**src/rtl/uart_pkg.sv**
```systemverilog
// Shared UART definitions: frame geometry, default bit divisor and receiver FSM encoding.
package uart_pkg;

  localparam int UART_DATA_BITS    = 8;
  localparam int UART_CLKS_PER_BIT = 868;

  localparam logic [2:0] IDLE    = 3'd0;
  localparam logic [2:0] START   = 3'd1;
  localparam logic [2:0] DATA    = 3'd2;
  localparam logic [2:0] STOP    = 3'd3;
  localparam logic [2:0] CLEANUP = 3'd4;

endpackage

```
**src/rtl/sync_2ff.sv**
```systemverilog
// Generic two-flop synchronizer for bringing asynchronous inputs into the clk_i domain.
module sync_2ff #(
  parameter int               WIDTH     = 1,
  parameter logic [WIDTH-1:0] RESET_VAL = '0
) (
  input  logic             clk_i,
  input  logic             rst_ni,
  input  logic [WIDTH-1:0] d_i,
  output logic [WIDTH-1:0] q_o
);

  logic [WIDTH-1:0] meta_q;
  logic [WIDTH-1:0] sync_q;

  // NOTE: sequential state uses non-blocking assignments so both flops sample the pre-edge values.
  always_ff @(posedge clk_i) begin
    if (!rst_ni) begin
      meta_q <= RESET_VAL;
      sync_q <= RESET_VAL;
    end else begin
      meta_q <= d_i;
      sync_q <= meta_q;
    end
  end

  assign q_o = sync_q;

endmodule

```
**src/rtl/uart_rx.sv**
```systemverilog
// 8N1 UART receiver: oversamples the synchronized RX line, samples each bit at its centre,
// and strobes RX_Done for one cycle when a frame ends with a valid stop bit.
module uart_rx
  import uart_pkg::*;
#(
  parameter int CLKS_PER_BIT = UART_CLKS_PER_BIT
) (
  input  logic                      Clock,
  input  logic                      Reset_n,
  input  logic                      RX_Serial,
  output logic                      RX_Done,
  output logic [UART_DATA_BITS-1:0] RX_Bytes
);

  localparam int                 CNT_W    = $clog2(CLKS_PER_BIT);
  localparam logic [CNT_W-1:0]   CNT_LAST = CNT_W'(CLKS_PER_BIT - 1);
  localparam logic [CNT_W-1:0]   CNT_HALF = CNT_W'((CLKS_PER_BIT - 1) / 2);
  localparam logic [CNT_W-1:0]   CNT_ONE  = CNT_W'(1);
  localparam int                 IDX_W    = $clog2(UART_DATA_BITS);
  localparam logic [IDX_W-1:0]   IDX_LAST = IDX_W'(UART_DATA_BITS - 1);
  localparam logic [IDX_W-1:0]   IDX_ONE  = IDX_W'(1);

  if (CLKS_PER_BIT < 4) begin : g_bad_divisor
    $error("uart_rx: CLKS_PER_BIT must be 4 or more");
  end

  logic                      rx_s;
  logic [2:0]                state_q,   state_d;
  logic [CNT_W-1:0]          clk_cnt_q, clk_cnt_d;
  logic [IDX_W-1:0]          bit_idx_q, bit_idx_d;
  logic [UART_DATA_BITS-1:0] shift_q,   shift_d;
  logic [UART_DATA_BITS-1:0] bytes_q,   bytes_d;
  logic                      done_q,    done_d;

  // The line idles high, so the synchronizer resets to 1 to avoid a spurious start bit.
  sync_2ff #(
    .WIDTH     (1),
    .RESET_VAL (1'b1)
  ) u_rx_sync (
    .clk_i  (Clock),
    .rst_ni (Reset_n),
    .d_i    (RX_Serial),
    .q_o    (rx_s)
  );

  always_comb begin
    // NOTE: every next-state signal gets a default first so no path through the case infers a latch.
    state_d   = state_q;
    clk_cnt_d = clk_cnt_q;
    bit_idx_d = bit_idx_q;
    shift_d   = shift_q;
    bytes_d   = bytes_q;
    done_d    = 1'b0;

    case (state_q)
      IDLE: begin
        clk_cnt_d = '0;
        bit_idx_d = '0;
        if (!rx_s) state_d = START;
      end
      START: begin
        if (clk_cnt_q == CNT_HALF) begin
          clk_cnt_d = '0;
          state_d   = rx_s ? IDLE : DATA;
        end else begin
          clk_cnt_d = clk_cnt_q + CNT_ONE;
        end
      end
      DATA: begin
        if (clk_cnt_q != CNT_LAST) begin
          clk_cnt_d = clk_cnt_q + CNT_ONE;
        end else begin
          clk_cnt_d          = '0;
          shift_d[bit_idx_q] = rx_s;
          if (bit_idx_q == IDX_LAST) begin
            bit_idx_d = '0;
            state_d   = STOP;
          end else begin
            bit_idx_d = bit_idx_q + IDX_ONE;
          end
        end
      end
      STOP: begin
        if (clk_cnt_q != CNT_LAST) begin
          clk_cnt_d = clk_cnt_q + CNT_ONE;
        end else begin
          clk_cnt_d = '0;
          // A low stop bit is a framing error: the byte is dropped silently.
          if (rx_s) begin
            bytes_d = shift_q;
            done_d  = 1'b1;
          end
          state_d = CLEANUP;
        end
      end
      CLEANUP: state_d = IDLE;
      default: state_d = IDLE;
    endcase
  end

  // NOTE: the shift register is plain flops, so it is reset along with the rest of the state.
  always_ff @(posedge Clock) begin
    if (!Reset_n) begin
      state_q   <= IDLE;
      clk_cnt_q <= '0;
      bit_idx_q <= '0;
      shift_q   <= '0;
      bytes_q   <= '0;
      done_q    <= 1'b0;
    end else begin
      state_q   <= state_d;
      clk_cnt_q <= clk_cnt_d;
      bit_idx_q <= bit_idx_d;
      shift_q   <= shift_d;
      bytes_q   <= bytes_d;
      done_q    <= done_d;
    end
  end

  assign RX_Done  = done_q;
  assign RX_Bytes = bytes_q;

endmodule

```
**config.mk**
```make
export PLATFORM = sky130hd
export DESIGN_NAME = uart_rx
export DESIGN_NICKNAME = d
export VERILOG_FILES = /design/src/rtl/uart_pkg.sv /design/src/rtl/sync_2ff.sv /design/src/rtl/uart_rx.sv
export SDC_FILE = /design/constraint.sdc
export NUM_CORES = 1
export LEC_CHECK = 0
export BUFFER_PORTS_ARGS = -buffer_cell sky130_fd_sc_hd__buf_2
export CORE_MARGIN = 2
export CORE_UTILIZATION = 58
export DETAILED_ROUTE_END_ITERATION = 8
export GPL_TIMING_DRIVEN = 1
export PLACE_DENSITY = 0.77
export REMOVE_ABC_BUFFERS = 1
export SLEW_MARGIN = 10
export SYNTH_ARGS = -nofsm -noshare
export SYNTH_HDL_FRONTEND = slang
export SYNTH_SLANG_ARGS = --single-unit
```
**constraint.sdc**
```tcl
create_clock -name Clock -period 2.5 [get_ports Clock]
set_input_delay 0.5 -clock Clock [delete_from_list [all_inputs] [get_ports Clock]]
set_output_delay 0.5 -clock Clock [all_outputs]
set_load 0.005 [all_outputs]
```
* Word-level counts from Yosys, hierarchy flattened
Index checks and enable logic that the tools add are counted.
** Storage, ports and cells
- Register bits after elaboration :: 35
- Output and inout port bits :: 9
- Logic and storage cells :: 53
** Operators by class
- $add $sub $neg :: 2
- Order comparisons :: 2
- Equality and inequality tests :: 11
- Mux-type cells :: 17
- Bitwise gates (word level) :: 3
- Reductions and logical operators :: 10
** Operators with widths (count)
- $pmux W10 S3 :: 1
- $mux W3 :: 7
- $mux W10 :: 2
- $pmux W3 S4 :: 1
- $add A10 B1 Y10 const B :: 1
- $eq A10 B9 Y1 const B :: 1
- $ne A10 B10 Y1 const B :: 1
- $ne A2 B2 Y1 const B :: 5
- $bwmux W8 :: 1
- $eq A3 B2 Y1 const B :: 2
- $pmux W3 S2 :: 1
- $reduce_and A5 Y1 :: 1
- $lt A3 B4 Y1 const B :: 1
- $reduce_and A2 Y1 :: 2
- $add A3 B1 Y3 const B :: 1
- $demux W1 S3 :: 1
- $eq A3 B1 Y1 const B :: 1
- $eq A3 B3 Y1 const B :: 1
- $ge A3 B1 Y1 const B :: 1
- $logic_not A3 Y1 :: 1
- $not A1 Y1 :: 3
- $reduce_and A3 Y1 :: 1
- $reduce_bool A3 Y1 :: 1
- $reduce_or A3 Y1 :: 1
- 5 further kinds :: 6

* Depth between registers and ports, before layout
Gate-level depths: netlist (run 1).
- Word-level depth :: 5
- Depth in mapped cells :: 7

* Hierarchy
From an unflattened synthesis (run 1), not the netlist that was laid out.
** Unflattened totals
- Cells, all modules :: 200
- Area, all modules :: 1803.0 µm²
** By module, submodules not included
- uart_rx :: instances 1, cells each 196, area an instance 1750.4 µm²
- sync_2ff :: instances 1, cells each 4, area an instance 52.6 µm²

* Worst setup path after synthesis (run 1)
OpenSTA, ideal clock, no wires.
- Path type :: reg-to-reg
- Start point :: register clk_cnt_q[2]
- End point :: register shift_q[3]
- Library setup time :: 132 ps
- Arrival time :: 1878 ps
- Data required time :: 2368 ps
- Path slack :: 490 ps
- Stages on the path, launching flop included :: 8
- Path buffers :: 3
- Clock period less this slack :: 2010 ps
- Cells stage by stage :: dfxtp_1 > buf_6 > or3b_4 > buf_6 > or4_4 > buf_6 > o31ai_1 > a21oi_1
** Between the ends
- Word-level cells in the longest chain between the ends :: 3
** Ends and longest elaborated chain
- start: declaration :: line uart_rx.sv:29 : logic [CNT_W-1:0] clk_cnt_q, clk_cnt_d;
- start signal: assignment :: line uart_rx.sv:112 : clk_cnt_q <= clk_cnt_d;
- $ne A10 B10 Y1 :: line uart_rx.sv:70 : if (clk_cnt_q != CNT_LAST) begin
- $not A1 Y1 (no source line)
- $reduce_and A2 Y1 (no source line)
- end signal: assignment :: line uart_rx.sv:114 : shift_q <= shift_d;
- end: declaration :: line uart_rx.sv:31 : logic [UART_DATA_BITS-1:0] shift_q, shift_d;
No other way between the ends.
A chain may end at the register's enable or synchronous reset.

* Worst setup path after layout (run 1)
- Start point :: register state_q[1]
- End point :: register shift_q[1]
** Between the ends
- Word-level cells in the longest chain between the ends :: 2
** Ends and longest elaborated chain
- start: declaration :: line uart_rx.sv:28 : logic [2:0] state_q, state_d;
- start signal: assignment :: line uart_rx.sv:111 : state_q <= state_d;
- $eq A3 B2 Y1 :: line uart_rx.sv:55 : case (state_q)
- $reduce_and A2 Y1 (no source line)
No other way between the ends.

==> impl_metrics.yaml, run 1 <==
logic_synthesis:
  ys_ff_latch: 35
  yosysMostFrequentCell: "dfxtp_1"
  syn_area_sq_um: 1820
  synth_edf_count: 0
  synth.distinct_cells: 42
  yosys.area.top_type: "dfxtp_1"
  synth_ff_type: "dfxtp_1"
  yosysWarnings: 0
  synth.top_cell.area_share_pct: 38.5
  synthTopCellsByArea: "dfxtp_1 (39%), a21oi_1 (5.5%), mux2i_1 (4.4%)"
  synthCells: 215
  synth_seq_area_share_pct: 38.5
  async_flop_share_pct: 0
  ys_top_cells_by_count: "dfxtp_1 (35), a21oi_1 (20), nor2_1 (15), nand2_1 (14), clkbuf_1 (13)"
  avgSynthCellArea_sq_um: 8.46
timing:
  hold_ws_ns: 0.332
  setup_viol: 0
  fin_worst_skew_ns: 0.0175
  fin_crit_ns: 2.03
  fmax_mhz: 493
  relSlewSlack_pct: 62.5
  finalCritPeriodShare_pct: 81.1
  setup_tns_ns: 0
  finalHoldViolations: 0
  slew_violations: 0
  rsz0062_at_grt: "no"
  max_slew.worst_pin.slew_ns: 0.562
worst_setup_path:
  path_max_fanout: 11
  cpMaxStageDelayCell: "or3b_2"
  crit_family: "simple AND/OR/NAND/NOR gates"
  cpPeakStageDelay_ns: 0.54
  path_buf_inv: 0
  endpoint_kind: "flop"
  worstPathArrival_ns: 2.26
  cp_cell_sequence: "or3b_2 -> or4_4 -> o31ai_1 -> a21oi_1"
  cp-start-kind: "flop"
  crit_type: "reg2reg"
  required_ns: 2.73
clock_network:
  post-cts-setup-buffers: 0
  clock-sinks: 35
  clk_pin_slew_worst_paths_ns: 0.10
  clockBufferDepth: 2
  cts-root-buf: "clkbuf_4"
  htreeDepth: 2
  ctsResizeCount: 0
  cts_tree: "done"
  cts_hold_buf: 0
  clk_latency_ns: 0.36
  cts_buffers: 5
final_layout:
  drive_gt1_share_pct: 13.9
  area_delta_synth_final_pct: 8.18
  fin_util_pct: 65.0
  nets: 229
  antenna_cells: 0
  multi_input_area_sq_um: 997
  seqCellArea_sq_um: 701
  nFillCells: 262
flow_run:
  cap_violations: 0
floorplanning:
  rows: 20
  die_area_sq_um: 3600
  core_sq_um: 3030
  pin_count: 12
  die_y_um: 60.0
  die_x_um: 60.0
  start_util_pct: 60.1
grt:
  grt_util_all_layers_pct: 24.2
  grt.overflow.total: 0
  grt_max_degree: 26
  grt_pass1_wl_um: 6540
  grt_pass1_vias: 1525
  antenna_found_initial: 0
drt:
  route.vias.total: 1651
  via_per_inst: 6.18
  drt_iter0_markers: 95
  drt-wirelength-per-cell_um: 14.6
  wl_um: 3900
  first_pass_iters: 4
  drcViolationCount: 0
  postRouteAntennaNets: 0
power_and_ir_drop:
  irDropWorstVdd_mv: 0.336
  power_switching_uw: 217
  p_leak_nw: 0.686
  power.share.combinational_pct: 2.1
  clockPowerShare_pct: 41.1
  power_uw: 993
  p_seq_share_pct: 56.8
  pwr_density_cell_nw_per_um2: 504
  internal_power_uw: 776
  swShare_pct: 21.8
placement:
  gp_congestion: 0.851
  dpl.hpwl_um: 2760
  port-buffer-count: 11
min_path:
  min_path_type: "in2reg"
status:
  status: "complete, no violations"
[placed cells by master, fill, tap and decap left out, drive strengths merged, types with 4 or more instances in the layout]
cell | synthesis | final
dfxtp | 35 | 35
a21oi | 20 | 20
buf | 4 | 17
nor2 | 15 | 15
nand2 | 14 | 14
nand4 | 12 | 12
o21ai | 10 | 10
o31ai | 9 | 9
inv | 8 | 8
mux2i | 8 | 8
nor4 | 8 | 8
nor3 | 6 | 6
nand2b | 5 | 5
nand3 | 5 | 5
clkbuf | 13 | 5
o31a | 4 | 4
nor2b | 4 | 4
o22ai | 4 | 4
ha | 4 | 4
[metrics by stage]
stage | instances | setup WS, ns | area (sq um)
CTS | 267 | 0.489 | 1970
detailed placement | 259 | 0.512 | 1890
floorplan | 198 | 0.358 | 1730
global placement | 259 | 0.549 | 1890
finish | 267 | 0.473 | 1970
global route | 267 | 0.306 | 1970
[registers in the layout, indices dropped and copies added (netlist names)]
signal            cells
clk_cnt_q            10
RX_Bytes              8
u_rx_sync.q_o         1
shift_q               8
bit_idx_q             3
state_q               3
u_rx_sync.meta_q      1
RX_Done               1
[worst paths after layout]
| path | to | from | depth (start not counted) | slack, ns |
|---|---|---|---|---|
| max | shift_q[1] | state_q[1] | 4 | 0.47 |
| min | u_rx_sync.meta_q | RX_Serial | 2 | 0.33 |
| max reg2reg | shift_q[1] | state_q[1] | 4 | 0.47 |
| min reg2reg | u_rx_sync.q_o | u_rx_sync.meta_q | 1 | 0.43 |
[power groups by stage]
stage	sequential, mW	clock [mW]	combinational [mW]
floorplan	0.575	0	0.0111
global placement	0.576	0	0.0202
detailed placement	0.576	0	0.0210
CTS	0.563	0.417	0.0211
global route	0.564	0.441	0.0239
finish	0.564	0.408	0.0211
[cells by family after synthesis]
| kind of cell | share of synthesized area [%] |
|---|---|
| simple gates | 28.3 |
| flops | 38.5 |
| fa+ha+maj | 2.75 |
| mux | 4.40 |
| buf+inv | 6.67 |
| compound gates | 19.3 |
[per-layer routing]
metal | global-route usage, % | vias up | wire [um] | part of all wire [%]
met3 | 5.84 | 6 | 217 | 5.6
met1 | 26.9 | 777 | 1580 | 41
met2 | 43.5 | 53 | 2050 | 52
met4 | 10.5 | 0 | 58 | 1.5
li1 | - | 815 | - | -
met5 | 0 | - | 0 | 0
[final cells by class]
cell class / count / share of cell area, %
sequential: 35 / 35.6
clock inverter: 3 / 2.23
multi-input combinational: 154 / 50.7
clock buffer: 5 / 1.91
timing repair buffer: 17 / 5.09
tap: 44 / 2.80
inverter: 9 / 1.72
No activity file was read; power rests on OpenSTA's default activity.
==> run 2, diff against run 1 <==
==> constraint.sdc (replaced) <==
create_clock -name Clock -period 2.05 [get_ports Clock]
set_input_delay 0.41 -clock Clock [delete_from_list [all_inputs] [get_ports Clock]]
set_output_delay 0.41 -clock Clock [all_outputs]
set_load 0.005 [all_outputs]
==> impl_metrics.yaml, run 2 (same netlist as run 1, synthesis figures left out) <==
power_and_ir_drop:
  p_leak_nw: 0.735
  pwr_density_cell_nw_per_um2: 526
  power.share.combinational_pct: 3.0
  irDropWorstVdd_mv: 0.319
  power_switching_uw: 254
  p_seq_share_pct: 63.4
  internal_power_uw: 825
  clockPowerShare_pct: 33.6
  swShare_pct: 23.6
drt:
  drt-wirelength-per-cell_um: 14.6
  first_pass_iters: 5
  via_per_inst: 6.11
  drcViolationCount: 0
  route.vias.total: 1712
  wl_um: 4090
  drt_iter0_markers: 95
  postRouteAntennaNets: 0
flow_run:
  cap_violations: 0
clock_network:
  cts_tree: "done"
  htreeDepth: 2
  cts-root-buf: "clkbuf_4"
  clk_latency_ns: 0.34
  clockBufferDepth: 2
  clk_pin_slew_worst_paths_ns: 0.11
  cts_buffers: 5
  clock-sinks: 35
final_layout:
  largest-register: "clk_cnt_q"
  stdcell_count: 280
  drive_gt1_share_pct: 19.9
  layout_common_cells: "dfxtp_1 (34), a21oi_1 (20), buf_4 (19), nor2_1 (15), nand2_1 (14)"
  area_delta_synth_final_pct: 12.9
  layout_commonest_cell: "dfxtp_1"
  largest_register_ff_count: 10
  antenna_cells: 0
  nets: 242
  finish.instance_area_sq_um: 2050
worst_setup_path:
  crit_type: "reg2reg"
  rr_startpoint: "clk_cnt_q[1]"
  path_max_fanout: 8
  worst_r2r_endpoint: "shift_q[4]"
  cp-start-kind: "flop"
  reg2reg_depth: 5
  startpoint: "clk_cnt_q[1]"
  ff2ff_setup_slack_ns: 0.09
  cp_cell_sequence: "ha_2 -> nand4bb_1 -> or4_4 -> o31ai_1 -> a21oi_1"
  worstPathArrival_ns: 2.19
  required_ns: 2.28
  cpMaxStageDelayCell: "or4_4"
  endpoint_kind: "flop"
  cpPeakStageDelay_ns: 0.61
timing:
  fin_crit_ns: 1.96
  fin_worst_skew_ns: 0.00924
  slew_violations: 0
  finalCritPeriodShare_pct: 95.7
  hold_ws_ns: 0.240
  setup_viol: 0
  finalHoldViolations: 0
  relSlewSlack_pct: 74.1
  max_slew.worst_pin.slew_ns: 0.385
  setup_tns_ns: 0
  fmax_mhz: 510
  fin_ws_ns: 0.0883
placement:
  place_ws_ns: 0.0851
  dp_cells: 269
  dpl.hpwl_um: 2860
  port-buffer-count: 11
  gp_congestion: 0.911
  placed_area_sq_um: 1960
grt:
  grt_pass1_vias: 1515
  grt_util_all_layers_pct: 25.1
  grt_max_degree: 26
  antenna_found_initial: 0
  grt.overflow.total: 0
  grt_pass1_wl_um: 6730
floorplanning:
  rows: 20
  start_util_pct: 60.1
  pin_count: 12
  core_sq_um: 3030
  die_area_sq_um: 3600
  die_x_um: 60.0
  die_y_um: 60.0
min_path:
  holdPathEnd: "u_rx_sync.meta_q"
  min_path_type: "in2reg"
  min_from: "RX_Serial"
  min_path_cells: 2
status:
  status: "complete, no violations"
-- run 2: layout make-up --
type	count	area, sq um
Tap cell	44	55.1
Multi-Input combinational cell	154	1010
Clock buffer	6	41.3
Timing Repair Buffer	30	198
Sequential cell	35	702
Inverter	9	33.8
Clock inverter	2	12.5
Fill cell	241	975
-- run 2: how the worst max path moves through the flow --
| stage | to | depth (start not counted) |
|---|---|---|
| 2_1_floorplan | clk_cnt_q[9] | 6 |
| 3_3_place_gp | shift_q[3] | 4 |
| 3_5_place_dp | shift_q[7] | 4 |
| 4_1_cts | shift_q[7] | 4 |
| 5_1_grt | shift_q[4] | 5 |
| 6_report | shift_q[4] | 5 |
-- run 2: repair_timing --
action | 4_1_cts | 5_1_grt
resized for setup | 0 | 5
endpoints found under the setup margin | 0 | 14
setup buffers | 0 | 3
hold buffers | 0 | 0
endpoints found under the hold margin | 0 | 0
-- run 2: power by group through the flow --
stage,clock [mW],combinational [mW],sequential (mW)
5_1_grt,0.407,0.0357,0.685
6_report,0.363,0.0325,0.684
3_3_place_gp,0,0.0310,0.699
3_5_place_dp,0,0.0318,0.700
2_1_floorplan,0,0.0136,0.701
4_1_cts,0.376,0.0322,0.684
-- run 2: stage by stage --
stage	power, mW	util [%]
after floorplan	0.715	-
after CTS	1.09	66.6
final	1.08	67.8
after detailed placement	0.731	64.8
after global routing	1.13	67.8
after global placement	0.730	64.8
-- run 2: critical path, delay by kind of cell (launching register included) --
kind                     cells  cell delay (ns)
AND/OR/NAND/NOR              2             0.82
flip-flops                   1             0.40
AO/OA/AOI/OAI                2             0.39
adder cells (fa/ha/maj)      1             0.24
-- run 2: per-layer routing --
| metal | share of wire, % | global-route usage (%) | routed length, um | vias up |
|---|---|---|---|---|
| met5 | 0 | 0 | 0 | - |
| li1 | - | - | - | 844 |
| met2 | 52 | 43.6 | 2120 | 48 |
| met3 | 4.2 | 5.84 | 170 | 15 |
| met1 | 41 | 28.5 | 1680 | 805 |
| met4 | 3.0 | 12.7 | 123 | 0 |
==> run 3, diff against run 2 <==
--- a/config.mk
+++ b/config.mk
@@ -6,13 +6,13 @@
 export NUM_CORES = 1
 export LEC_CHECK = 0
 export BUFFER_PORTS_ARGS = -buffer_cell sky130_fd_sc_hd__buf_2
+export CORE_ASPECT_RATIO = 0.6
 export CORE_MARGIN = 2
 export CORE_UTILIZATION = 58
 export DETAILED_ROUTE_END_ITERATION = 8
 export GPL_TIMING_DRIVEN = 1
 export PLACE_DENSITY = 0.77
 export REMOVE_ABC_BUFFERS = 1
-export SLEW_MARGIN = 10
 export SYNTH_ARGS = -nofsm -noshare
 export SYNTH_HDL_FRONTEND = slang
 export SYNTH_SLANG_ARGS = --single-unit
==> impl_metrics.yaml, run 3 (same netlist as run 1, synthesis figures left out) <==
status:
  status: "complete, no violations"
drt:
  first_pass_iters: 4
  wl_um: 4530
  drcViolationCount: 0
  drt-wirelength-per-cell_um: 16.4
  route.vias.total: 1752
  drt_iter0_markers: 156
  via_per_inst: 6.35
  postRouteAntennaNets: 0
final_layout:
  largest-register: "clk_cnt_q"
  finish.instance_area_sq_um: 2060
  antenna_cells: 0
  area_delta_synth_final_pct: 13.0
  layout_commonest_cell: "dfxtp_1"
  stdcell_count: 276
  largest_register_ff_count: 10
  layout_common_cells: "dfxtp_1 (34), a21oi_1 (20), buf_4 (17), nor2_1 (15), nand2_1 (14)"
  drive_gt1_share_pct: 17.9
  nets: 240
worst_setup_path:
  path_depth: 4
  worst_r2r_endpoint: "shift_q[3]"
  startpoint: "clk_cnt_q[8]"
  path_max_fanout: 9
  required_ns: 2.22
  cpPeakStageDelay_ns: 0.63
  path_buf_inv: 0
  endpoint_kind: "flop"
  crit_type: "reg2reg"
  cp-start-kind: "flop"
  crit_family: "simple AND/OR/NAND/NOR gates"
  reg2reg_depth: 4
  rr_startpoint: "clk_cnt_q[8]"
  worstPathArrival_ns: 2.16
  ff2ff_setup_slack_ns: 0.06
  cpMaxStageDelayCell: "or4_4"
  cp_cell_sequence: "or3b_4 -> or4_4 -> o31ai_1 -> a21oi_1"
floorplanning:
  start_util_pct: 62.1
  die_y_um: 47.4
  pin_count: 12
  die_x_um: 76.3
  rows: 15
  core_sq_um: 2930
  die_area_sq_um: 3620
timing:
  finalHoldViolations: 0
  finalCritPeriodShare_pct: 96.8
  slew_violations: 0
  relSlewSlack_pct: 62.4
  hold_ws_ns: 0.298
  fin_crit_ns: 1.99
  setup_viol: 0
  setup_tns_ns: 0
  max_slew.worst_pin.slew_ns: 0.560
  fin_worst_skew_ns: 0.00240
  fmax_mhz: 504
power_and_ir_drop:
  power_switching_uw: 268
  power_mw: 1.20
  clockPowerShare_pct: 40.2
  power.share.combinational_pct: 2.7
  internal_power_uw: 931
  swShare_pct: 22.4
  irDropWorstVdd_mv: 0.437
  pwr_density_cell_nw_per_um2: 583
  p_leak_nw: 0.744
  p_seq_share_pct: 57.1
grt:
  grt_max_degree: 26
  grt.overflow.total: 0
  grt_pass1_wl_um: 7220
  grt_pass1_vias: 1506
  grt_util_all_layers_pct: 26.6
  antenna_found_initial: 0
placement:
  placed_area_sq_um: 1970
  port-buffer-count: 11
  gp_congestion: 0.949
  dpl.hpwl_um: 3240
  dp_cells: 268
clock_network:
  cts_tree: "done"
  clk_pin_slew_worst_paths_ns: 0.07
  clk_latency_ns: 0.29
  cts_buffers: 5
  post-cts-setup-buffers: 0
  htreeDepth: 2
  clockBufferDepth: 2
  clock-sinks: 35
  cts-root-buf: "clkbuf_8"
flow_run:
  cap_violations: 0
min_path:
  min_from: "RX_Serial"
  min_path_cells: 2
  holdPathEnd: "u_rx_sync.meta_q"
  min_path_type: "in2reg"
==> run 3: per-stage QoR <==
step / utilization [%] / setup WS, ns
after floorplan: - / -0.0921
after global routing: 70.2 / -0.00615
after detailed placement: 67.2 / 0.0644
after CTS: 70.0 / 0.0519
after global placement: 67.2 / 0.162
final: 70.2 / 0.0650
==> run 3: area by class of cell <==
| type | instances | area [sq um] |
|---|---|---|
| tap | 42 | 52.6 |
| clock buffer | 7 | 76.3 |
| fill | 259 | 872 |
| multi-input combinational | 154 | 1000 |
| inverter | 9 | 33.8 |
| clock inverter | 1 | 5.00 |
| timing repair buffer | 28 | 183 |
| sequential | 35 | 702 |
==> run 3: metal layers <==
metal  part of all wire [%]  up-vias  GRT usage, %
met5                      0        -             0
met4                    1.3        0          8.73
met3                    9.9        8          7.69
met2                     41       81          40.2
met1                     48      833          37.5
li1                       -      830             -
==> run 3: worst max-delay path by stage <==
stage,slack [ns],to
final,0.06,shift_q[3]
after global routing,-0.006,clk_cnt_q[9]
after CTS,0.05,shift_q[7]
after detailed placement,0.06,shift_q[7]
after global placement,0.16,shift_q[4]
after floorplan,-0.09,clk_cnt_q[9]
==> run 3: timing repair <==
item | CTS | global route
setup endpoints to repair | 0 | 11
hold buffers | 0 | 0
gates resized for setup | 0 | 2
==> run 3: power by group through the flow <==
stage          Combinational [mW]  Clock [mW]  Sequential (mW)
3_5_place_dp               0.0314           0            0.700
3_3_place_gp               0.0304           0            0.700
6_report                   0.0328       0.482            0.684
5_1_grt                    0.0356       0.514            0.684
2_1_floorplan              0.0136           0            0.701
4_1_cts                    0.0315       0.487            0.684
